`config.mk`:
```
export PLATFORM = sky130hd
export DESIGN_NAME = triangle_setup_flat
export DESIGN_NICKNAME = d
export VERILOG_FILES = /design/src/rtl/triangle_setup_if.sv /design/src/rtl/triangle_setup.sv /design/src/flat_wrapper.sv
export SDC_FILE = /design/constraint.sdc
export NUM_CORES = 2
export LEC_CHECK = 0
export BUFFER_PORTS_ARGS = -buffer_cell sky130_fd_sc_hd__buf_2
export CORE_MARGIN = 3
export CORE_UTILIZATION = 40
export DETAILED_ROUTE_END_ITERATION = 7
export GPL_TIMING_DRIVEN = 0
export PLACE_DENSITY = 0.55
export SLEW_MARGIN = 15
export SYNTH_ARGS = -nofsm -noshare
export SYNTH_HDL_FRONTEND = slang
export SYNTH_SLANG_ARGS = --single-unit
```
`constraint.sdc`:
```
create_clock -name clk -period 7.25 [get_ports clk]
set_clock_uncertainty 0.05 [all_clocks]
set_input_delay 0.3625 -clock clk [delete_from_list [all_inputs] [get_ports clk]]
set_output_delay 0.3625 -clock clk [all_outputs]
set_load 0.005 [all_outputs]
```
`src/rtl/triangle_setup_if.sv`:
```
// Setup-stage handshake bundle: vertex input side from the
// transform pipeline, setup results toward the rasterizer.
interface triangle_setup_if #(
  parameter int DATAWIDTH     = 12,
  parameter int SCREEN_WIDTH  = 320,
  parameter int SCREEN_HEIGHT = 320
);
  localparam int XW = $clog2(SCREEN_WIDTH);
  localparam int YW = $clog2(SCREEN_HEIGHT);

  logic signed [DATAWIDTH-1:0]   i_v0 [3];
  logic signed [DATAWIDTH-1:0]   i_v1 [3];
  logic signed [DATAWIDTH-1:0]   i_v2 [3];
  logic                          i_triangle_dv;
  logic                          i_triangle_last;
  logic                          o_ready;
  logic signed [DATAWIDTH-1:0]   o_v0 [3];
  logic signed [DATAWIDTH-1:0]   o_v1 [3];
  logic signed [DATAWIDTH-1:0]   o_v2 [3];
  logic signed [DATAWIDTH:0]     o_edge_a [3];
  logic signed [DATAWIDTH:0]     o_edge_b [3];
  logic signed [2*DATAWIDTH+2:0] o_area;
  logic [XW-1:0]                 o_bb_min_x;
  logic [XW-1:0]                 o_bb_max_x;
  logic [YW-1:0]                 o_bb_min_y;
  logic [YW-1:0]                 o_bb_max_y;
  logic                          o_dv;
  logic                          o_last;
  logic                          i_ready;
  logic                          o_done;
  logic [15:0]                   o_cull_count;

  modport master (
    output i_v0, i_v1, i_v2,
    output i_triangle_dv, i_triangle_last,
    output i_ready,
    input  o_ready,
    input  o_v0, o_v1, o_v2,
    input  o_edge_a, o_edge_b, o_area,
    input  o_bb_min_x, o_bb_max_x,
    input  o_bb_min_y, o_bb_max_y,
    input  o_dv, o_last, o_done,
    input  o_cull_count
  );

  modport slave (
    input  i_v0, i_v1, i_v2,
    input  i_triangle_dv, i_triangle_last,
    input  i_ready,
    output o_ready,
    output o_v0, o_v1, o_v2,
    output o_edge_a, o_edge_b, o_area,
    output o_bb_min_x, o_bb_max_x,
    output o_bb_min_y, o_bb_max_y,
    output o_dv, o_last, o_done,
    output o_cull_count
  );
endinterface

```
`src/rtl/triangle_setup.sv`:
```
// Triangle setup: area, edge coefficients, clamped bbox and
// culling between the transform pipeline and the rasterizer.
module triangle_setup #(
  parameter int DATAWIDTH     = 12,
  parameter int SCREEN_WIDTH  = 320,
  parameter int SCREEN_HEIGHT = 320,
  parameter int CULL_BACKFACE = 1
) (
  input  logic           clk,
  input  logic           rst,
  triangle_setup_if.slave bus
);
  localparam int DW = DATAWIDTH;
  localparam int XW = $clog2(SCREEN_WIDTH);
  localparam int YW = $clog2(SCREEN_HEIGHT);
  localparam int PW = 2*DW+2;
  localparam int AW = 2*DW+3;
  localparam logic signed [DW-1:0] XMAX = DW'(SCREEN_WIDTH-1);
  localparam logic signed [DW-1:0] YMAX = DW'(SCREEN_HEIGHT-1);

  typedef enum logic [2:0] {
    IDLE, DIFF, MUL, CLASSIFY, OUTPUT
  } state_t;

  state_t state, state_nx;

  logic signed [DW-1:0] v0_q [3];
  logic signed [DW-1:0] v1_q [3];
  logic signed [DW-1:0] v2_q [3];
  logic                 last_q;
  logic                 clr_q;
  logic signed [DW:0]   ea_q [3];
  logic signed [DW:0]   eb_q [3];
  logic signed [DW:0]   dy20_q, dx20_q, dy10_q;
  logic signed [DW-1:0] minx_q, maxx_q;
  logic signed [DW-1:0] miny_q, maxy_q;
  logic signed [PW-1:0] p0_q, p1_q;
  logic signed [AW-1:0] area;
  logic                 culled;

  function automatic logic signed [DW:0] dif(
    input logic signed [DW-1:0] a,
    input logic signed [DW-1:0] b
  );
    return (DW+1)'(a) - (DW+1)'(b);
  endfunction

  function automatic logic signed [DW-1:0] min3(
    input logic signed [DW-1:0] a,
    input logic signed [DW-1:0] b,
    input logic signed [DW-1:0] c
  );
    logic signed [DW-1:0] m;
    m = (a < b) ? a : b;
    return (c < m) ? c : m;
  endfunction

  function automatic logic signed [DW-1:0] max3(
    input logic signed [DW-1:0] a,
    input logic signed [DW-1:0] b,
    input logic signed [DW-1:0] c
  );
    logic signed [DW-1:0] m;
    m = (a > b) ? a : b;
    return (c > m) ? c : m;
  endfunction

  function automatic logic [DW-1:0] clamp(
    input logic signed [DW-1:0] v,
    input logic signed [DW-1:0] lim
  );
    if (v[DW-1])   return '0;
    else if (v > lim) return lim;
    else           return v;
  endfunction

  always_ff @(posedge clk) begin
    if (rst) state <= IDLE;
    else     state <= state_nx;
  end

  always_comb begin
    state_nx    = state;
    bus.o_ready = 1'b0;
    unique case (state)
      IDLE: begin
        bus.o_ready = 1'b1;
        if (bus.i_triangle_dv) state_nx = DIFF;
      end
      DIFF:     state_nx = MUL;
      MUL:      state_nx = CLASSIFY;
      CLASSIFY: state_nx = culled ? IDLE : OUTPUT;
      OUTPUT:   if (bus.i_ready) state_nx = IDLE;
      default:  state_nx = IDLE;
    endcase
  end

  // bbox tests use the unclamped extents so partly visible
  // triangles always survive
  always_comb begin
    area   = AW'(p0_q) - AW'(p1_q);
    culled = (area == '0)
          || ((CULL_BACKFACE != 0) && area[AW-1])
          || maxx_q[DW-1] || (minx_q > XMAX)
          || maxy_q[DW-1] || (miny_q > YMAX);
  end

  always_ff @(posedge clk) begin
    if (rst) begin
      for (int i = 0; i < 3; i++) begin
        v0_q[i] <= '0;
        v1_q[i] <= '0;
        v2_q[i] <= '0;
        ea_q[i] <= '0;
        eb_q[i] <= '0;
        bus.o_v0[i] <= '0;
        bus.o_v1[i] <= '0;
        bus.o_v2[i] <= '0;
        bus.o_edge_a[i] <= '0;
        bus.o_edge_b[i] <= '0;
      end
      last_q  <= 1'b0;
      clr_q   <= 1'b0;
      dy20_q  <= '0;
      dx20_q  <= '0;
      dy10_q  <= '0;
      minx_q  <= '0;
      maxx_q  <= '0;
      miny_q  <= '0;
      maxy_q  <= '0;
      p0_q    <= '0;
      p1_q    <= '0;
      bus.o_area       <= '0;
      bus.o_bb_min_x   <= '0;
      bus.o_bb_max_x   <= '0;
      bus.o_bb_min_y   <= '0;
      bus.o_bb_max_y   <= '0;
      bus.o_dv         <= 1'b0;
      bus.o_last       <= 1'b0;
      bus.o_done       <= 1'b0;
      bus.o_cull_count <= '0;
    end else begin
      bus.o_done <= 1'b0;
      unique case (state)
        IDLE: begin
          if (bus.i_triangle_dv) begin
            v0_q   <= bus.i_v0;
            v1_q   <= bus.i_v1;
            v2_q   <= bus.i_v2;
            last_q <= bus.i_triangle_last;
            // a new model starts with a fresh cull count
            if (clr_q) begin
              bus.o_cull_count <= '0;
              clr_q <= 1'b0;
            end
          end
        end
        DIFF: begin
          ea_q[0] <= dif(v0_q[1], v1_q[1]);
          ea_q[1] <= dif(v1_q[1], v2_q[1]);
          ea_q[2] <= dif(v2_q[1], v0_q[1]);
          eb_q[0] <= dif(v1_q[0], v0_q[0]);
          eb_q[1] <= dif(v2_q[0], v1_q[0]);
          eb_q[2] <= dif(v0_q[0], v2_q[0]);
          dy20_q  <= dif(v2_q[1], v0_q[1]);
          dx20_q  <= dif(v2_q[0], v0_q[0]);
          dy10_q  <= dif(v1_q[1], v0_q[1]);
          minx_q  <= min3(v0_q[0], v1_q[0], v2_q[0]);
          maxx_q  <= max3(v0_q[0], v1_q[0], v2_q[0]);
          miny_q  <= min3(v0_q[1], v1_q[1], v2_q[1]);
          maxy_q  <= max3(v0_q[1], v1_q[1], v2_q[1]);
        end
        MUL: begin
          p0_q <= PW'(eb_q[0]) * PW'(dy20_q);
          p1_q <= PW'(dx20_q) * PW'(dy10_q);
        end
        CLASSIFY: begin
          if (culled) begin
            if (bus.o_cull_count != 16'hFFFF)
              bus.o_cull_count <= bus.o_cull_count + 16'd1;
            if (last_q) begin
              bus.o_done <= 1'b1;
              clr_q      <= 1'b1;
            end
          end else begin
            bus.o_v0       <= v0_q;
            bus.o_v1       <= v1_q;
            bus.o_v2       <= v2_q;
            bus.o_edge_a   <= ea_q;
            bus.o_edge_b   <= eb_q;
            bus.o_area     <= area;
            bus.o_bb_min_x <= XW'(clamp(minx_q, XMAX));
            bus.o_bb_max_x <= XW'(clamp(maxx_q, XMAX));
            bus.o_bb_min_y <= YW'(clamp(miny_q, YMAX));
            bus.o_bb_max_y <= YW'(clamp(maxy_q, YMAX));
            bus.o_dv       <= 1'b1;
            bus.o_last     <= last_q;
          end
        end
        OUTPUT: begin
          if (bus.i_ready) begin
            bus.o_dv   <= 1'b0;
            bus.o_last <= 1'b0;
            if (last_q) begin
              bus.o_done <= 1'b1;
              clr_q      <= 1'b1;
            end
          end
        end
        default: ;
      endcase
    end
  end
endmodule

```
`src/flat_wrapper.sv`:
```
// flat-port wrapper written by rule: the top's interface ports become plain ports
module triangle_setup_flat 
#(
  parameter int DATAWIDTH     = 12,
  parameter int SCREEN_WIDTH  = 320,
  parameter int SCREEN_HEIGHT = 320,
  parameter int CULL_BACKFACE = 1
)
  (clk, rst, bus_i_v0, bus_i_v1, bus_i_v2, bus_i_triangle_dv, bus_i_triangle_last, bus_i_ready, bus_o_ready, bus_o_v0, bus_o_v1, bus_o_v2, bus_o_edge_a, bus_o_edge_b, bus_o_area, bus_o_bb_min_x, bus_o_bb_max_x, bus_o_bb_min_y, bus_o_bb_max_y, bus_o_dv, bus_o_last, bus_o_done, bus_o_cull_count);
  triangle_setup_if #(.DATAWIDTH(DATAWIDTH), .SCREEN_WIDTH(SCREEN_WIDTH), .SCREEN_HEIGHT(SCREEN_HEIGHT)) bus_i ();
  input  logic clk;
  input  logic rst;
  input wire logic [$bits(bus_i.i_v0)-1:0] bus_i_v0;
  input wire logic [$bits(bus_i.i_v1)-1:0] bus_i_v1;
  input wire logic [$bits(bus_i.i_v2)-1:0] bus_i_v2;
  input wire logic [$bits(bus_i.i_triangle_dv)-1:0] bus_i_triangle_dv;
  input wire logic [$bits(bus_i.i_triangle_last)-1:0] bus_i_triangle_last;
  input wire logic [$bits(bus_i.i_ready)-1:0] bus_i_ready;
  output wire logic [$bits(bus_i.o_ready)-1:0] bus_o_ready;
  output wire logic [$bits(bus_i.o_v0)-1:0] bus_o_v0;
  output wire logic [$bits(bus_i.o_v1)-1:0] bus_o_v1;
  output wire logic [$bits(bus_i.o_v2)-1:0] bus_o_v2;
  output wire logic [$bits(bus_i.o_edge_a)-1:0] bus_o_edge_a;
  output wire logic [$bits(bus_i.o_edge_b)-1:0] bus_o_edge_b;
  output wire logic [$bits(bus_i.o_area)-1:0] bus_o_area;
  output wire logic [$bits(bus_i.o_bb_min_x)-1:0] bus_o_bb_min_x;
  output wire logic [$bits(bus_i.o_bb_max_x)-1:0] bus_o_bb_max_x;
  output wire logic [$bits(bus_i.o_bb_min_y)-1:0] bus_o_bb_min_y;
  output wire logic [$bits(bus_i.o_bb_max_y)-1:0] bus_o_bb_max_y;
  output wire logic [$bits(bus_i.o_dv)-1:0] bus_o_dv;
  output wire logic [$bits(bus_i.o_last)-1:0] bus_o_last;
  output wire logic [$bits(bus_i.o_done)-1:0] bus_o_done;
  output wire logic [$bits(bus_i.o_cull_count)-1:0] bus_o_cull_count;
  assign bus_i.i_v0 = {>>{bus_i_v0}};
  assign bus_i.i_v1 = {>>{bus_i_v1}};
  assign bus_i.i_v2 = {>>{bus_i_v2}};
  assign bus_i.i_triangle_dv = bus_i_triangle_dv;
  assign bus_i.i_triangle_last = bus_i_triangle_last;
  assign bus_i.i_ready = bus_i_ready;
  assign bus_o_ready = bus_i.o_ready;
  assign bus_o_v0 = {>>{bus_i.o_v0}};
  assign bus_o_v1 = {>>{bus_i.o_v1}};
  assign bus_o_v2 = {>>{bus_i.o_v2}};
  assign bus_o_edge_a = {>>{bus_i.o_edge_a}};
  assign bus_o_edge_b = {>>{bus_i.o_edge_b}};
  assign bus_o_area = bus_i.o_area;
  assign bus_o_bb_min_x = bus_i.o_bb_min_x;
  assign bus_o_bb_max_x = bus_i.o_bb_max_x;
  assign bus_o_bb_min_y = bus_i.o_bb_min_y;
  assign bus_o_bb_max_y = bus_i.o_bb_max_y;
  assign bus_o_dv = bus_i.o_dv;
  assign bus_o_last = bus_i.o_last;
  assign bus_o_done = bus_i.o_done;
  assign bus_o_cull_count = bus_i.o_cull_count;
  triangle_setup #(.DATAWIDTH(DATAWIDTH), .SCREEN_WIDTH(SCREEN_WIDTH), .SCREEN_HEIGHT(SCREEN_HEIGHT), .CULL_BACKFACE(CULL_BACKFACE)) u_core (.clk(clk), .rst(rst), .bus(bus_i));
endmodule
```
# After elaboration in Yosys (flattened, before gate mapping)
# Index checks and enable logic that the tools add are counted.
# classes
order_cmp	12
bitwise_logic	1
n_mux	40
eq_ne	11
addsub	10
reduce_logical	16
multipliers	2
# op_table
operator	count
$sub 12x12->13	8
$mux 12	8
$mux 9	8
$mux 16	4
$mul 13x13->26	2
$gt 12x10->1 const B	4
$gt 12x12->1	4
$lt 12x12->1	4
$pmux 16 s2	1
$logic_not 27->1	1
$sub 26x26->27	1
$add 16x1->16 const B	1
$ne 16x16->1 const B	1
$pmux 3 s5	1
$mux 1	11
$mux 3	3
$eq 3x2->1 const B	2
$ne 2x1->1 const B	3
$ne 2x2->1 const B	3
$pmux 1 s2	3
$reduce_and 2->1	3
$logic_or 1x1->1	5
$reduce_and 5->1	1
$reduce_and 4->1	1
8 further kinds	9
# totals
output_inout_bits	269
input_bits	113
reg_bits	585
elab_cells	142

# Longest topological paths before layout
# depth
word_depth	9
mapped_depth	27
depth_no_buf	26

# Worst setup path after synthesis
# Ideal clock, no wire load.
# synth_timing
kind	flip-flop to flip-flop
from	register u_core.eb_q[32] (netlist bit)
to	register u_core.p0_q[25]
t_required_ns	7.114
t_arrival_ns	5.823
stages_incl_launch_ff	25
setup_ns	0.086
synth_period_minus_slack_ns	5.959
path_slack_ns	1.291
n_path_buf	1
cell_sequence	dfxtp_1 clkbuf_1 and2_1 fa_1 inv_1 fa_1 inv_1 fa_1 inv_1 fa_1 inv_1 fa_1 ha_1 ha_1 o21ai_0 a21boi_0 o21ai_0 a21oi_1 o2111ai_1 a31oi_1 a221oi_1 o21ai_0 o41ai_1 xnor2_1 a211oi_1
# synth_via
elab_chain_cells	1
# synth_lines
element	line_no	source
start, declared	triangle_setup.sv:33	logic signed [DW:0] eb_q [3];
$mul 13x13->26	triangle_setup.sv:174	p0_q <= PW'(eb_q[0]) * PW'(dy20_q);
end signal, assigned	triangle_setup.sv:174	
end, declared	triangle_setup.sv:37	logic signed [PW-1:0] p0_q, p1_q;
# No other way between the ends.
# A chain may end at the register's enable or synchronous reset.

# Worst setup path after layout
# layout_timing
from	register u_core.v1_q[14] (netlist bit)
to	register u_core.maxy_q[7]
# layout_via
elab_chain_cells	4
# layout_lines
element	line_no	source
start, declared	triangle_setup.sv:28	logic signed [DW-1:0] v1_q [3];
start signal, assigned	triangle_setup.sv:148	v1_q <= bus.i_v1;
$gt 12x12->1	triangle_setup.sv:64	m = (a > b) ? a : b;
$mux 12 (*)	triangle_setup.sv:64	
$gt 12x12->1	triangle_setup.sv:65	return (c > m) ? c : m;
$mux 12 (*)	triangle_setup.sv:65	
end signal, assigned	triangle_setup.sv:171	maxy_q <= max3(v0_q[1], v1_q[1], v2_q[1]);
end, declared	triangle_setup.sv:36	logic signed [DW-1:0] miny_q, maxy_q;
# Mark *: on every way between the ends. The rest lies on a longest branch, timed or not.

==> results.sh <==
export IMPL_outcome="completed"
export IMPL_synth_edff_count=0
export IMPL_routabilityCongestion=0.980
export IMPL_fin_hold_ws_ns=0.265
export IMPL_path_class="flip-flop to flip-flop"
export IMPL_row_count=117
export IMPL_drt_wl_total_mm=157
export IMPL_rsz0062_at_grt="false"
export IMPL_slew_limit_headroom_pct=15.4
export IMPL_layout_common_cells="nand2_1, dfxtp_1, inv_1, nor2_1, buf_2"
export IMPL_dpl_instance_area_sq_um=44800
export IMPL_p_leak_nw=22.0
export IMPL_grt_ovfl_total=0
export IMPL_startpoint_type="flip-flop"
export IMPL_power_density_nw_per_um2=250
export IMPL_antenna_found_initial=9
export IMPL_postLayoutCoreUtil_pct=47.4
export IMPL_clock_sinks=583
export IMPL_clkSlewWorstSetupHoldPaths_ns=0.06
export IMPL_layout_nets=6169
export IMPL_syn_nets=5606
export IMPL_postSynthAreaPerCell_sq_um=8.48
export IMPL_grt_first_pass_wirelength_mm=232
export IMPL_final_cell_count_no_fill=6839
export IMPL_drive_gt1_share_pct=10.1
export IMPL_clock_latency_ns=0.65
export IMPL_ys_flop_type="dfxtp_1"
export IMPL_fin_crit_sh_pct=95.9
export IMPL_postRouteAntennaNets=0
export IMPL_period_minus_slack_ns=6.95
export IMPL_htree_levels=3
export IMPL_io_buffers=381
export IMPL_io_pins=382
export IMPL_grtUsageTotal_pct=28.9
export IMPL_avgRoutedWirePerCell_um=22.9
export IMPL_max_stage_delay_ns=0.61
export IMPL_dr_pass1_iters=6
export IMPL_die_y_um=327
export IMPL_ir_drop_mv=0.174
export IMPL_final_common_cell="nand2_1"
export IMPL_cpMostUsedCell="o21a_1"
export IMPL_initial_core_util_pct=40.4
export IMPL_path_max_fanout=10
export IMPL_yosysWarningCount=0
export IMPL_synthDistinctLibCells=73
export IMPL_finalMaxSlewViolations=0
export IMPL_yosysSeqAreaShare_pct=28.3
export IMPL_drt_iter0_drc=2462
export IMPL_grt_max_degree=14
export IMPL_netlist_area_sq_um=41200
export IMPL_hold_violations=0
export IMPL_dieArea_sq_um=107000
export IMPL_tns_ns=0
export IMPL_cts_inserted_buffers=69
export IMPL_vias=36200
export IMPL_areaGrowthSynthToFinish_pct=17.4
export IMPL_synth_seq_cells=583
export IMPL_async_reset_ff_share_pct=0
export IMPL_drc_errors=0
export IMPL_min_path_type="input pin to flip-flop"
export IMPL_dieWidth_um=327
export IMPL_syn_inst=4855
export IMPL_final_cell_area_sq_um=48300
export IMPL_crit_required_ns=7.73
export IMPL_worst_setup_path_end_kind="flip-flop"
export IMPL_cts_buffer_depth=3
export IMPL_tritoncts="done"
export IMPL_setup_viol=0
export IMPL_worstPathArrival_ns=7.43
export IMPL_max_cap_viol_count=0
export IMPL_grt_pass1_vias=36300
export IMPL_vias_per_cell=5.29
export IMPL_clock_root_buffer="clkbuf_16"
export IMPL_cp_slowest_cell="dfxtp_1"
export IMPL_hpwl_mm=127
export IMPL_dp_cells=6604
export IMPL_core_sq_um=102000
export IMPL_max_freq_mhz=144
export IMPL_max_slew_worst_pin_slew_ns=1.26
## logic make-up after synthesis
kind of cell | Yosys count | share of synthesized area (%)
buffers and inverters | 796 | 7.32
xor gates and xnor gates | 114 | 2.42
AOI/OAI and AO/OA | 736 | 10.9
DFF | 583 | 28.3
and+or+nand+nor | 1704 | 18.6
adders and majority gates | 638 | 25.4
muxes | 284 | 6.90
## cells in the mapped netlist (24+ instances only)
cell type | number | share of area [%]
o21ai_0 | 118 | 1.4
nor2b_1 | 40 | 0.61
and2_1 | 156 | 2.4
mux2i_1 | 283 | 6.9
nand4_1 | 24 | 0.36
nand3b_1 | 52 | 0.95
nand2_1 | 656 | 6.0
nand3_1 | 53 | 0.64
nor2_1 | 519 | 4.7
dfxtp_1 | 583 | 28
a21o_1 | 54 | 0.98
a21oi_1 | 348 | 4.2
nor3_1 | 93 | 1.1
fa_1 | 333 | 16
o21a_1 | 24 | 0.44
a211oi_1 | 33 | 0.60
clkbuf_1 | 236 | 2.2
nand2b_1 | 30 | 0.46
xor2_1 | 36 | 0.77
inv_1 | 524 | 4.8
ha_1 | 305 | 9.3
xnor2_1 | 78 | 1.7
## per-layer routing
layer / part of all wire, % / routed length (um) / vias up / GRT usage, %
met3: 6.9 / 10800 / 262 / 5.17
met5: 0.0083 / 13 / - / 0
met2: 47 / 73600 / 1236 / 48.5
met1: 42 / 65800 / 17700 / 36.9
li1: - / - / 17000 / -
met4: 4.2 / 6620 / 2 / 11.2
## flip-flops by register name, summed over array words and instances, names as in the netlist, 36 cells and up
signal	flops
u_core.bus.o_v2	36
u_core.bus.o_v0	36
u_core.v0_q	36
u_core.bus.o_v1	36
u_core.bus.o_edge_b	39
u_core.v2_q	36
u_core.v1_q	36
u_core.bus.o_edge_a	39
u_core.eb_q	38
## critical path, delay by kind of cell (launching register included)
family	cells	cell delay (ns)
muxes	2	0.69
buffers and inverters	4	1.25
and+or+nand+nor	4	0.68
adders and majority gates	2	0.60
AOI/OAI and AO/OA	14	2.94
DFF	1	0.61
## where the power goes
part           total (mW)  internal, mW  switching (mW)  leakage (nW)
Clock                3.67          2.17            1.51          1.15
Combinational        4.64          1.62            3.02          16.1
Sequential           3.76          3.40           0.352          4.73
## metrics by stage
stage / worst slack [ns] / total power [mW]
after global placement: -0.159 / 8.31
final: 0.300 / 12.1
after detailed placement: -0.141 / 8.31
after global routing: 0.00141 / 12.7
after floorplan: 1.29 / 6.64
after CTS: 0.0423 / 12.0
## what timing repair did
item,in CTS,in global routing
hold buffers,111,0
hold endpoints to repair,111,0
setup endpoints to repair,10,20
setup buffers,0,0
gates resized for setup,1,27
## layout make-up
class,instances,area [sq um]
Clock buffer,95,1960
Timing Repair Buffer,492,3020
Multi-Input combinational cell,3476,26500
Inverter,524,1970
Tap cell,1368,1710
Antenna cell,3,7.51
Sequential cell,583,11700
Buffer,272,1070
Fill cell,10200,53700
Clock inverter,26,402
## worst paths after layout
check             cells after the start             from          endpoint  slack, ns
setup / recovery                     26  u_core.v1_q[14]  u_core.maxy_q[7]       0.30
hold / removal                        3              rst   u_core.p1_q[19]       0.27
setup reg to reg                     26  u_core.v1_q[14]  u_core.maxy_q[7]       0.30
hold reg to reg                       2  u_core.ea_q[28]   u_core.ea_q[28]       0.40
No activity file was read; power rests on OpenSTA's default activity.
